===== config.mk =====
export PLATFORM = sky130hd
export DESIGN_NAME = line_readout_ctrl
export DESIGN_NICKNAME = d
export VERILOG_FILES = /design/src/rtl/line_readout_ctrl.sv
export SDC_FILE = /design/constraint.sdc
export NUM_CORES = 1
export LEC_CHECK = 0
export CAP_MARGIN = 10
export CORE_MARGIN = 8
export CORE_UTILIZATION = 51
export DETAILED_ROUTE_END_ITERATION = 10
export HOLD_SLACK_MARGIN = 0.06
export PLACE_DENSITY = 0.78
export SLEW_MARGIN = 20
export SYNTH_ARGS = -nofsm -noshare
export SYNTH_HDL_FRONTEND = slang
export SYNTH_SLANG_ARGS = --single-unit

===== constraint.sdc =====
create_clock -name clk_txg -period 2.16 [get_ports clk_txg]
set_input_delay 0.324 -clock clk_txg [delete_from_list [all_inputs] [get_ports clk_txg]]
set_output_delay 0.324 -clock clk_txg [all_outputs]
set_load 0.01 [all_outputs]

===== src/rtl/line_readout_ctrl.sv =====
// Read sequencer for the ping-pong line RAMs: address, byte phase and aligned fval/lval (LRC_TESTPAT_EN adds tp_en/tp_word).
// Latency: rd_addr/rd_phase one cycle after line_rdy; lval/fval a further OUT_LAT cycles behind rd_phase.
// Backpressure: none; one ready line is queued while busy, a further one is dropped and flagged on ovf.
module line_readout_ctrl #(
  parameter int WORDS_PER_LINE = 64,
  parameter int ADDR_W         = 8,
  parameter int GAP_CYC        = 2,
  parameter int OUT_LAT        = 2
) (
  input  logic              clk_txg,
  input  logic              rst_tx_n,
  input  logic              line_rdy,
  input  logic              line_bank,
  input  logic              frame_act,
  input  logic              ovf_clr,
`ifdef LRC_TESTPAT_EN
  input  logic              tp_en,
  output logic [23:0]       tp_word,
`endif
  output logic [ADDR_W-1:0] rd_addr,
  output logic [1:0]        rd_phase,
  output logic              lval,
  output logic              fval,
  output logic              busy,
  output logic              ovf,
  output logic [11:0]       line_cnt
);

  localparam logic [1:0] S_IDLE = 2'd0;
  localparam logic [1:0] S_READ = 2'd1;
  localparam logic [1:0] S_GAP  = 2'd2;

  localparam int WW = ADDR_W - 1;
  localparam int GW = (GAP_CYC > 1) ? $clog2(GAP_CYC) : 1;
  localparam logic [WW-1:0] LAST_WORD = WW'(WORDS_PER_LINE - 1);
  localparam logic [GW-1:0] LAST_GAP  = GW'(GAP_CYC - 1);

  logic [1:0]         r_state;
  logic               r_bank;
  logic [WW-1:0]      r_word;
  logic [1:0]         r_phase;
  logic [GW-1:0]      r_gap_cnt;
  logic               r_pend_vld;
  logic               r_pend_bank;
  logic               r_ovf;
  logic [11:0]        r_line_cnt;
  logic               r_frame_d;
  logic               r_busy;
  logic [OUT_LAT-1:0] r_lval_sr;
  logic [OUT_LAT-1:0] r_fval_sr;

  logic [1:0]    w_state_nxt;
  logic          w_bank_nxt;
  logic [WW-1:0] w_word_nxt;
  logic [1:0]    w_phase_nxt;
  logic [GW-1:0] w_gap_nxt;
  logic          w_line_done;
  logic          w_take_pend;
  logic          w_take_new;
  logic          w_rdy;
  logic          w_pend_free;
  logic          w_store;
  logic          w_drop;
  logic          w_frame_rise;

  assign w_rdy        = line_rdy & frame_act;
  assign w_frame_rise = frame_act & ~r_frame_d;

  always_comb begin
    w_state_nxt = r_state;
    w_bank_nxt  = r_bank;
    w_word_nxt  = r_word;
    w_phase_nxt = r_phase;
    w_gap_nxt   = r_gap_cnt;
    w_line_done = 1'b0;
    w_take_pend = 1'b0;
    w_take_new  = 1'b0;
    case (r_state)
      S_IDLE: begin
        if (w_rdy) begin
          w_state_nxt = S_READ;
          w_bank_nxt  = line_bank;
          w_word_nxt  = '0;
          w_phase_nxt = 2'd1;
          w_take_new  = 1'b1;
        end
      end
      S_READ: begin
        if (r_phase == 2'd3) begin
          if (r_word == LAST_WORD) begin
            w_state_nxt = S_GAP;
            w_word_nxt  = '0;
            w_phase_nxt = 2'd0;
            w_gap_nxt   = '0;
            w_line_done = 1'b1;
          end else begin
            w_word_nxt  = r_word + 1'b1;
            w_phase_nxt = 2'd1;
          end
        end else begin
          w_phase_nxt = r_phase + 2'd1;
        end
      end
      S_GAP: begin
        if (r_gap_cnt == LAST_GAP) begin
          // A queued line is older than one arriving now, so it goes first.
          if (r_pend_vld) begin
            w_state_nxt = S_READ;
            w_bank_nxt  = r_pend_bank;
            w_phase_nxt = 2'd1;
            w_take_pend = 1'b1;
          end else if (w_rdy) begin
            w_state_nxt = S_READ;
            w_bank_nxt  = line_bank;
            w_phase_nxt = 2'd1;
            w_take_new  = 1'b1;
          end else begin
            w_state_nxt = S_IDLE;
          end
        end else begin
          w_gap_nxt = r_gap_cnt + 1'b1;
        end
      end
      default: begin
        w_state_nxt = S_IDLE;
        w_word_nxt  = '0;
        w_phase_nxt = 2'd0;
      end
    endcase
  end

  // The slot counts as free when its current occupant starts this cycle.
  assign w_pend_free = ~r_pend_vld | w_take_pend;
  assign w_store     = w_rdy & ~w_take_new & w_pend_free;
  assign w_drop      = w_rdy & ~w_take_new & ~w_pend_free;

  always_ff @(posedge clk_txg or negedge rst_tx_n) begin
    if (!rst_tx_n) begin
      r_state     <= S_IDLE;
      r_bank      <= 1'b0;
      r_word      <= '0;
      r_phase     <= 2'd0;
      r_gap_cnt   <= '0;
      r_pend_vld  <= 1'b0;
      r_pend_bank <= 1'b0;
      r_ovf       <= 1'b0;
      r_line_cnt  <= 12'd0;
      r_frame_d   <= 1'b0;
      r_busy      <= 1'b0;
      r_lval_sr   <= '0;
      r_fval_sr   <= '0;
    end else begin
      r_state   <= w_state_nxt;
      r_bank    <= w_bank_nxt;
      r_word    <= w_word_nxt;
      r_phase   <= w_phase_nxt;
      r_gap_cnt <= w_gap_nxt;
      r_busy    <= (w_state_nxt != S_IDLE);
      r_frame_d <= frame_act;
      if (w_store) begin
        r_pend_vld  <= 1'b1;
        r_pend_bank <= line_bank;
      end else if (w_take_pend) begin
        r_pend_vld  <= 1'b0;
      end
      r_ovf <= ovf_clr ? 1'b0 : (r_ovf | w_drop);
      if (w_frame_rise)
        r_line_cnt <= 12'd0;
      else if (w_line_done)
        r_line_cnt <= r_line_cnt + 12'd1;
      r_lval_sr <= OUT_LAT'({r_lval_sr, (r_phase != 2'd0)});
      r_fval_sr <= OUT_LAT'({r_fval_sr, (frame_act | r_busy)});
    end
  end

  assign rd_addr  = {r_bank, r_word};
  assign rd_phase = r_phase;
  assign lval     = r_lval_sr[OUT_LAT-1];
  assign fval     = r_fval_sr[OUT_LAT-1];
  assign busy     = r_busy;
  assign ovf      = r_ovf;
  assign line_cnt = r_line_cnt;

`ifdef LRC_TESTPAT_EN
  assign tp_word = tp_en ? {12'(r_word), 12'(r_word)} : 24'd0;
`endif

endmodule


==> results of run 1 <==
[routing by layer]
| layer | GRT usage (%) | part of all wire, % |
|---|---|---|
| met2 | 26.0 | 50 |
| met1 | 17.1 | 41 |
| met3 | 5.32 | 7.4 |
| met5 | 0 | 0 |
| met4 | 8.20 | 2.0 |
[final cells by class]
class / count / area share [%]
timing repair buffer: 34 / 15.8
clock buffer: 7 / 2.61
clock inverter: 1 / 0.237
tap: 46 / 2.73
multi-input combinational: 126 / 37.1
inverter: 7 / 1.24
sequential: 34 / 40.3
[worst max-delay path: stages, from the launching register on]
cell and delay [ns]:
dfrtp_1 0.45, ha_1 0.24, and3_2 0.30, nand3_4 0.19, or4_1 0.53, a21oi_1 0.17
[power by group through the flow]
| stage | logic [uW] | registers, uW | clock network (uW) |
|---|---|---|---|
| 2_1_floorplan | 71.5 | 718 | 0 |
| 3_3_place_gp | 174 | 709 | 0 |
| 3_5_place_dp | 179 | 712 | 0 |
| 4_1_cts | 181 | 700 | 385 |
| 5_1_grt | 198 | 705 | 413 |
| 6_report | 177 | 702 | 375 |
[final timing paths]
| path | depth (start not counted) | slack [ns] | from | endpoint |
|---|---|---|---|---|
| setup reg to reg | 5 | 0.19 | r_word[0] | line_cnt[6] |
| min in group asynchronous | 2 | 0.38 | rst_tx_n | line_cnt[7] |
| setup / recovery | 5 | 0.19 | r_word[0] | line_cnt[6] |
| hold reg to reg | 0 | 0.36 | r_fval_sr[0] | r_fval_sr[1] |
| max in group asynchronous | 2 | 1.47 | rst_tx_n | r_fval_sr[1] |
| hold / removal | 0 | 0.36 | r_fval_sr[0] | r_fval_sr[1] |
[cell usage in the layout, fill, tap and decap left out, types with 2 or more instances in the layout]
cell type and instances:
clkbuf_4 5, and4_1 2, clkdlybuf4s50_1 31, and3_1 3
inv_1 7, nand3b_1 2, o31ai_1 8, a21oi_1 12
and3b_2 2, or2_2 2, ha_1 4, a31oi_1 3
buf_4 3, or3_1 3, nand2b_1 2, nand2_1 15
nor2b_1 4, o21ai_0 13, nor2_1 12, dfrtp_1 34
xor2_1 2, o21a_1 3, or4_1 4, nand3_1 6
nand4_1 3, o22ai_1 4, xnor2_1 2, nor4_1 2
[flip-flops by register name, indices dropped and copies added, names as in the netlist]
signal       count
line_cnt        12
r_word           7
r_fval_sr        2
r_lval_sr        2
r_state          2
rd_phase         2
busy             1
ovf              1
r_bank           1
r_frame_d        1
r_gap_cnt        1
r_pend_bank      1
r_pend_vld       1
[cells by family (layout without fill, tap and decap cells)]
logic type / count (synthesis) / in the layout / share of synthesized area (%)
and+or+nand+nor: 67 / 67 / 22.1
xor gates and xnor gates: 4 / 4 / 2.05
AOI/OAI and AO/OA: 49 / 49 / 17.6
muxes: 2 / 2 / 1.25
buffers and inverters: 15 / 49 / 4.32
adders and majority gates: 4 / 4 / 2.93
DFF: 34 / 34 / 49.8
[cell usage after synthesis (4+ instances only)]
cell | instances | area (sq um)
o31ai_1 | 8 | 60.1
and3_1 | 4 | 25.0
ha_1 | 4 | 50.1
o21ai_0 | 13 | 65.1
o22ai_1 | 4 | 25.0
nand2_1 | 15 | 56.3
nor2b_1 | 4 | 25.0
nand3_1 | 6 | 30.0
nor2_1 | 12 | 45.0
dfrtp_1 | 34 | 851
a21oi_1 | 12 | 60.1
or4_1 | 4 | 30.0
inv_1 | 7 | 26.3
[through the flow]
| stage | cell area, sq um | setup WS [ns] | hold WS (ns) | util [%] | total power [uW] |
|---|---|---|---|---|---|
| 3_5_place_dp | 2050 | 0.132 | 0.341 | 62.4 | 891 |
| 6_report | 2110 | 0.186 | 0.362 | 64.3 | 1250 |
| 2_1_floorplan | 1710 | 0.444 | 0.0284 | - | 789 |
| 4_1_cts | 2110 | 0.0936 | 0.369 | 64.3 | 1270 |
| 5_1_grt | 2110 | 0.0718 | 0.385 | 64.3 | 1320 |
| 3_3_place_gp | 2050 | 0.277 | 0.332 | 62.4 | 883 |
==> flow_metrics.tcl, run 1 <==
set metrics [dict create \
    drv_slew 0 \
    die_area_sq_um 5460 \
    intPower_uw 912 \
    drc 0 \
    p_sw_uw 342 \
    root_buffer "clkbuf_4" \
    via_per_inst 5.83 \
    drtIter0Drc 143 \
    fin_cells 255 \
    status "finished clean" \
    synth_edf_count 0 \
    async_flop_share_pct 100 \
    hpwlAfterDp_mm 2.85 \
    pwr-share-comb_pct 14.1 \
    coreArea_sq_um 3280 \
    antennaDiodeCount 0 \
    post-place-cells 247 \
    cts_tree "done" \
    path_class "flip-flop to flip-flop" \
    power.leakage_uw 0.000838 \
    wire_per_inst_microns 15.4 \
    swShare_pct 27.3 \
    cp_max_fo 16 \
    cts_setup_buffers 0 \
    synthFlopType "dfrtp_1" \
    hold_viol_final 0 \
    syn_nets 185 \
    syn_to_final_growth_pct 23.7 \
    p_seq_share_pct 56.0 \
    max-slew-margin-rel_pct 68.6 \
    period_share_pct 91.4 \
    required_ns 2.42 \
    ant_nets 0 \
    arrival_ns 2.23 \
    synth_cell_types 41 \
    cts_sinks 34 \
    clockBufferDepth 2 \
    clk-insertion-delay-late_ns 0.34 \
    ys_ff_latch 34 \
    cap_violations 0 \
    grt_max_degree 35 \
    nNetsFinal 218 \
    period_needed_ns 1.97 \
    power_frac_clock_pct 29.9 \
    hp-class "flip-flop to flip-flop" \
    netlist_area_sq_um 1710 \
    worst_pin_slew_ns 0.466 \
    drive_gt1_share_pct 8.61 \
    skew_ns 0.0123 \
    grt_usage_pct 15.6 \
    setup_viol 0 \
    numPortBuffers 31 \
    grt_overflow 0 \
    antenna_found_initial 0 \
    setup-tns-final_ns 0 \
    drt_wl_total_mm 3.93 \
    cp-start-kind "flip-flop" \
    dr.pass1.iters 4 \
    grt_pass1_vias 1546 \
    ys_warn_count 0 \
    ys_seq_area_share_pct 49.8 \
    place_congestion 0.843 \
    path_clk_slew_ns 0.11 \
    seq_area_sq_um 851 \
    cts_resized 0 \
    pin_count 32 \
    vias 1486 \
    cts_hold_buf 0 \
    max_freq_ghz 0.507 \
    synthCells 175 \
    n_fill_cell 278 \
    worst_setup_path_end_kind "flip-flop" \
    die_x_microns 73.9 \
    power_density_nw_per_um2 594 \
    vdd_drop_max_uv 400 \
    grt_pass1_wl_mm 6.68 \
    multi_input_area_sq_um 785 \
    syn_avg_cell_area_sq_um 9.76 \
    cts_max_level 2 \
    rows 21 \
    rsz0062_at_grt "false" \
    initial_core_util_pct 52.0 \
    die_h_microns 73.9 \
    cts_made_buffers 5 \
]
(Power assumes the default switching activity.)
==> inputs of run 2 (changes only) <==
- CORE_UTILIZATION: 51 -> 46
- PLACE_DENSITY: 0.78 -> 0.75
- clock period: 2.16 -> 1.64 ns (I/O delays scaled with it)
==> run 2 against run 1 <==
  * Register-to-register slack worse by 0.15 ns
  * Count of clock-buffer cells in the layout down 2
  * Final area up 11%
  * Sequential share of layout area decreased by 4.1 points
  * Highest routed layer unchanged
  * Critical path depth is the same
==> flow_metrics.tcl, run 2 (synthesized netlist as in run 1, its figures left out) <==
set metrics [dict create \
    dr.pass1.iters 4 \
    die_h_microns 76.9 \
    power.leakage_uw 0.000951 \
    clk-insertion-delay-late_ns 0.29 \
    grt_usage_pct 14.4 \
    p_seq_share_pct 45.7 \
    grt_overflow 0 \
    drtIter0Drc 132 \
    max-slew-margin-rel_pct 70.9 \
    arrival_ns 1.83 \
    skew_ns 0.00753 \
    rows 22 \
    p_sw_uw 496 \
    largest_reg_flops 12 \
    die_area_sq_um 5920 \
    vias 1562 \
    pwr-share-comb_pct 16.1 \
    drv_slew 0 \
    initial_core_util_pct 47.4 \
    via_per_inst 5.64 \
    ant_nets 0 \
    hold_viol_final 0 \
    drive_gt1_share_pct 21.0 \
    intPower_uw 1490 \
    most-common-layout-cells "33 x dfrtp_1, 31 x clkdlybuf4s50_1, 22 x buf_4" \
    setup_viol 0 \
    antennaDiodeCount 0 \
    n_fill_cell 291 \
    pin_count 32 \
    cp_max_fo 6 \
    whs_ns 0.352 \
    status "finished clean" \
    period_needed_ns 1.61 \
    vdd_drop_max_uv 593 \
    power_density_nw_per_um2 845 \
    path_clk_slew_ns 0.07 \
    r2r_cells 5 \
    cap_violations 0 \
    swShare_pct 25.0 \
    grt_pass1_vias 1517 \
    required_ns 1.86 \
    path_class "flip-flop to flip-flop" \
    antenna_found_initial 0 \
    final_common_cell "dfrtp_1" \
    hpwlAfterDp_mm 3.05 \
    rsz0062_at_grt "true" \
    power_frac_clock_pct 38.2 \
    ff2ff_setup_slack_ns 0.03 \
    clockBufferDepth 2 \
    syn_to_final_growth_pct 37.7 \
    drc 0 \
    power_uw 1990 \
    drt_wl_total_mm 4.27 \
    worst_setup_path_end_kind "flip-flop" \
    cp-start-kind "flip-flop" \
    numPortBuffers 31 \
    grt_max_degree 35 \
    grt_pass1_wl_mm 7.04 \
    period_share_pct 98.1 \
    die_x_microns 76.9 \
    cts_max_level 2 \
    cts_sinks 34 \
    cts_made_buffers 5 \
    root_buffer "clkbuf_8" \
    max_freq_ghz 0.622 \
    place_congestion 0.792 \
    worst_pin_slew_ns 0.437 \
    cts_hold_buf 0 \
    wire_per_inst_microns 15.4 \
    nNetsFinal 238 \
    hp-class "input port to asynchronous set/reset pin" \
    cts_tree "done" \
    coreArea_sq_um 3610 \
]
==> run 2: repair_timing <==
item / 4_1_cts / 5_1_grt
cloned: 0 / 1
setup endpoints to repair: 1 / 8
pin swaps: 0 / 1
setup buffers: 0 / 4
resized for setup: 1 / 7
==> run 2: metal layers <==
metal | up-vias | wire [microns] | GRT usage, %
met5 | - | 0 | 0
met4 | 0 | 40 | 4.62
met3 | 5 | 273 | 5.59
met2 | 42 | 2110 | 24.0
met1 | 771 | 1850 | 16.5
li1 | 744 | - | -
==> run 2: layout make-up <==
cell class	instances	area (sq um)	area share, %
tap	48	60.1	2.55
multi-input combinational	127	830	35.3
inverter	7	26.3	1.12
timing repair buffer	53	475	20.2
clock inverter	3	40.0	1.70
clock buffer	5	68.8	2.93
sequential	34	852	36.2
==> run 2: stage by stage <==
step	TNS (ns)	std cells	area, sq um	util (%)	setup WS [ns]
after floorplan	-0.0112	175	1720	-	-0.00593
after global placement	0	264	2170	60.3	0.0691
after detailed placement	0	264	2170	60.3	0.00780
after CTS	0	272	2280	63.3	0.0256
after global routing	-0.0975	277	2350	65.2	-0.0443
final	0	277	2350	65.2	0.0315
==> run 2: worst max-delay path: stages, from the launching register on <==
cell	delay [ns]
dfrtp_1	0.38
ha_1	0.17
and3b_2	0.26
nand3_4	0.12
or4_1	0.49
a21oi_2	0.12
==> run 2: final timing paths <==
check                        startpoint            to
max                         rd_phase[0]   line_cnt[9]
min                            rst_tx_n           ovf
max reg2reg                 rd_phase[0]   line_cnt[9]
min reg2reg                r_lval_sr[0]  r_lval_sr[1]
max in group asynchronous      rst_tx_n     r_word[0]
min in group clk_txg       r_lval_sr[0]  r_lval_sr[1]
==> run 2: power by group through the flow <==
stage,clock [uW],combinational (uW),sequential [uW]
4_1_cts,778,314,907
5_1_grt,809,357,911
6_report,759,320,907
3_5_place_dp,0,312,922
2_1_floorplan,0,95.1,948
3_3_place_gp,0,297,918
==> inputs of run 3 (changes only) <==
- CORE_UTILIZATION: 46 -> 51
- PLACE_DENSITY: 0.75 -> 0.78
- clock period: 1.64 -> 1.7 ns (I/O delays scaled with it)
==> run 3 against run 2 <==
  * Core utilization rose by 5.0 points
  * Register-to-register slack better by 0.02 ns
  * Clock skew is essentially flat
  * Non-clock buffer count grew 3
  * Die area is 7.8% lower
  * Combinational power down 3%
  * Count of clock-buffer cells in the layout increased by 1
  * Total power down 16%
  * Worst hold slack got worse by 0.042 ns
  * Critical endpoint is now line_cnt[11]
  * Largest power group unchanged
==> flow_metrics.tcl, run 3 (synthesized netlist as in run 1, its figures left out) <==
set metrics [dict create \
    path_clk_slew_ns 0.11 \
    clk-insertion-delay-late_ns 0.33 \
    die_h_microns 73.9 \
    grt_usage_pct 15.5 \
    drc 0 \
    cp-startpoint "r_word[0]" \
    crit_chain "ha_2, and3_4, nand3_4, or4_4, a21oi_2" \
    endpoint "line_cnt[11]" \
    drive_gt1_share_pct 20.3 \
    max_freq_ghz 0.605 \
    p_seq_share_pct 52.3 \
    fin_cells 277 \
    final_common_cell "dfrtp_1" \
    antennaDiodeCount 0 \
    setup_viol 0 \
    skew_ns 0.00745 \
    coreArea_sq_um 3280 \
    place_congestion 0.885 \
    rows 21 \
    cp_max_fo 9 \
    numPortBuffers 31 \
    via_per_inst 5.47 \
    clockBufferDepth 2 \
    dr.pass1.iters 4 \
    arrival_ns 1.92 \
    drt_wl_total_mm 3.99 \
    power_density_nw_per_um2 722 \
    most-common-layout-cells "33 x dfrtp_1, 30 x clkdlybuf4s50_1, 25 x buf_4" \
    setup-tns-final_ns 0 \
    cp.depth 5 \
    grt_max_degree 35 \
    hpwlAfterDp_mm 2.94 \
    worst_pin_slew_ns 0.420 \
    power_frac_clock_pct 29.0 \
    cts_tree "done" \
    grt_pass1_wl_mm 6.74 \
    largest_reg_flops 12 \
    r2r-start "r_word[0]" \
    required_ns 1.97 \
    cpPeakStageDelay_ns 0.54 \
    rsz0062_at_grt "true" \
    ff2ff_setup_slack_ns 0.05 \
    drtIter0Drc 77 \
    wire_per_inst_microns 14.4 \
    hp-class "input port to asynchronous set/reset pin" \
    cts_hold_buf 0 \
    pin_count 32 \
    vdd_drop_max_uv 642 \
    path_class "flip-flop to flip-flop" \
    period_share_pct 97.2 \
    r2r_cells 5 \
    syn_to_final_growth_pct 35.0 \
    worst_setup_path_end_kind "flip-flop" \
    grt_overflow 0 \
    status "finished clean" \
    vias 1516 \
    root_buffer "clkbuf_4" \
    post-place-cells 263 \
    n_fill_cell 263 \
    max-slew-margin-rel_pct 72.0 \
    die_area_sq_um 5460 \
    slowest_stage "or4_4" \
    crit_family "simple AND/OR/NAND/NOR gates" \
    cap_violations 0 \
    die_x_microns 73.9 \
    initial_core_util_pct 52.0 \
    reg2reg_to "line_cnt[11]" \
    period_needed_ns 1.65 \
    swShare_pct 27.5 \
    drv_slew 0 \
    hold_viol_final 0 \
    crit_buf_inv 0 \
    nNetsFinal 240 \
    antenna_found_initial 0 \
    cts_made_buffers 5 \
    cts_max_level 2 \
    power.leakage_uw 0.000960 \
    ant_nets 0 \
    cts_sinks 34 \
    pwr-share-comb_pct 18.7 \
    cp-start-kind "flip-flop" \
    grt_pass1_vias 1524 \
    p_sw_uw 458 \
    intPower_uw 1210 \
]
==> run 3: how the worst min path moves through the flow <==
stage | start | endpoint | slack [ns] | cells after the start
floorplan | rst_tx_n | busy | -0.04 | 0
global placement | r_lval_sr[0] | r_lval_sr[1] | 0.34 | 0
detailed placement | r_fval_sr[0] | r_fval_sr[1] | 0.34 | 0
CTS | rst_tx_n | r_frame_d | 0.32 | 2
global route | rst_tx_n | line_cnt[9] | 0.35 | 2
finish | rst_tx_n | r_frame_d | 0.31 | 2
==> run 3: power groups by stage <==
stage | logic [uW] | clock network (uW) | registers (uW)
floorplan | 90.8 | 0 | 913
global route | 343 | 520 | 875
finish | 311 | 483 | 872
detailed placement | 299 | 0 | 886
CTS | 305 | 485 | 870
global placement | 285 | 0 | 885
==> run 3: area by class of cell <==
class,count,area [sq um],area share (%)
clock buffer,6,51.3,2.22
multi-input combinational,126,806,34.9
sequential,34,852,37.0
tap,46,57.6,2.50
timing repair buffer,56,500,21.7
clock inverter,2,12.5,0.543
inverter,7,26.3,1.14
==> run 3: stage by stage <==
stage	hold slack, ns	total power [uW]	cell area (sq um)	setup slack, ns	util, %
after floorplan	-0.0406	1000	1710	0.00440	-
after global placement	0.336	1170	2170	0.0541	66.1
after detailed placement	0.337	1190	2170	0.00840	66.1
after CTS	0.318	1660	2240	0.00742	68.3
after global routing	0.348	1740	2310	-0.0210	70.2
final	0.311	1670	2310	0.0472	70.2
==> run 3: per-layer routing <==
metal,vias to the layer above,track usage (%),share of wire (%)
li1,746,-,-
met1,719,17.7,43
met2,45,26.7,50
met3,6,4.91,6.2
met4,0,5.10,1.0
met5,-,0,0
==> run 3: timing repair <==
action,CTS,global route
gates cloned,0,0
setup buffers,1,5
resized for setup,1,8
pin swaps,0,2
endpoints found under the setup margin,3,10
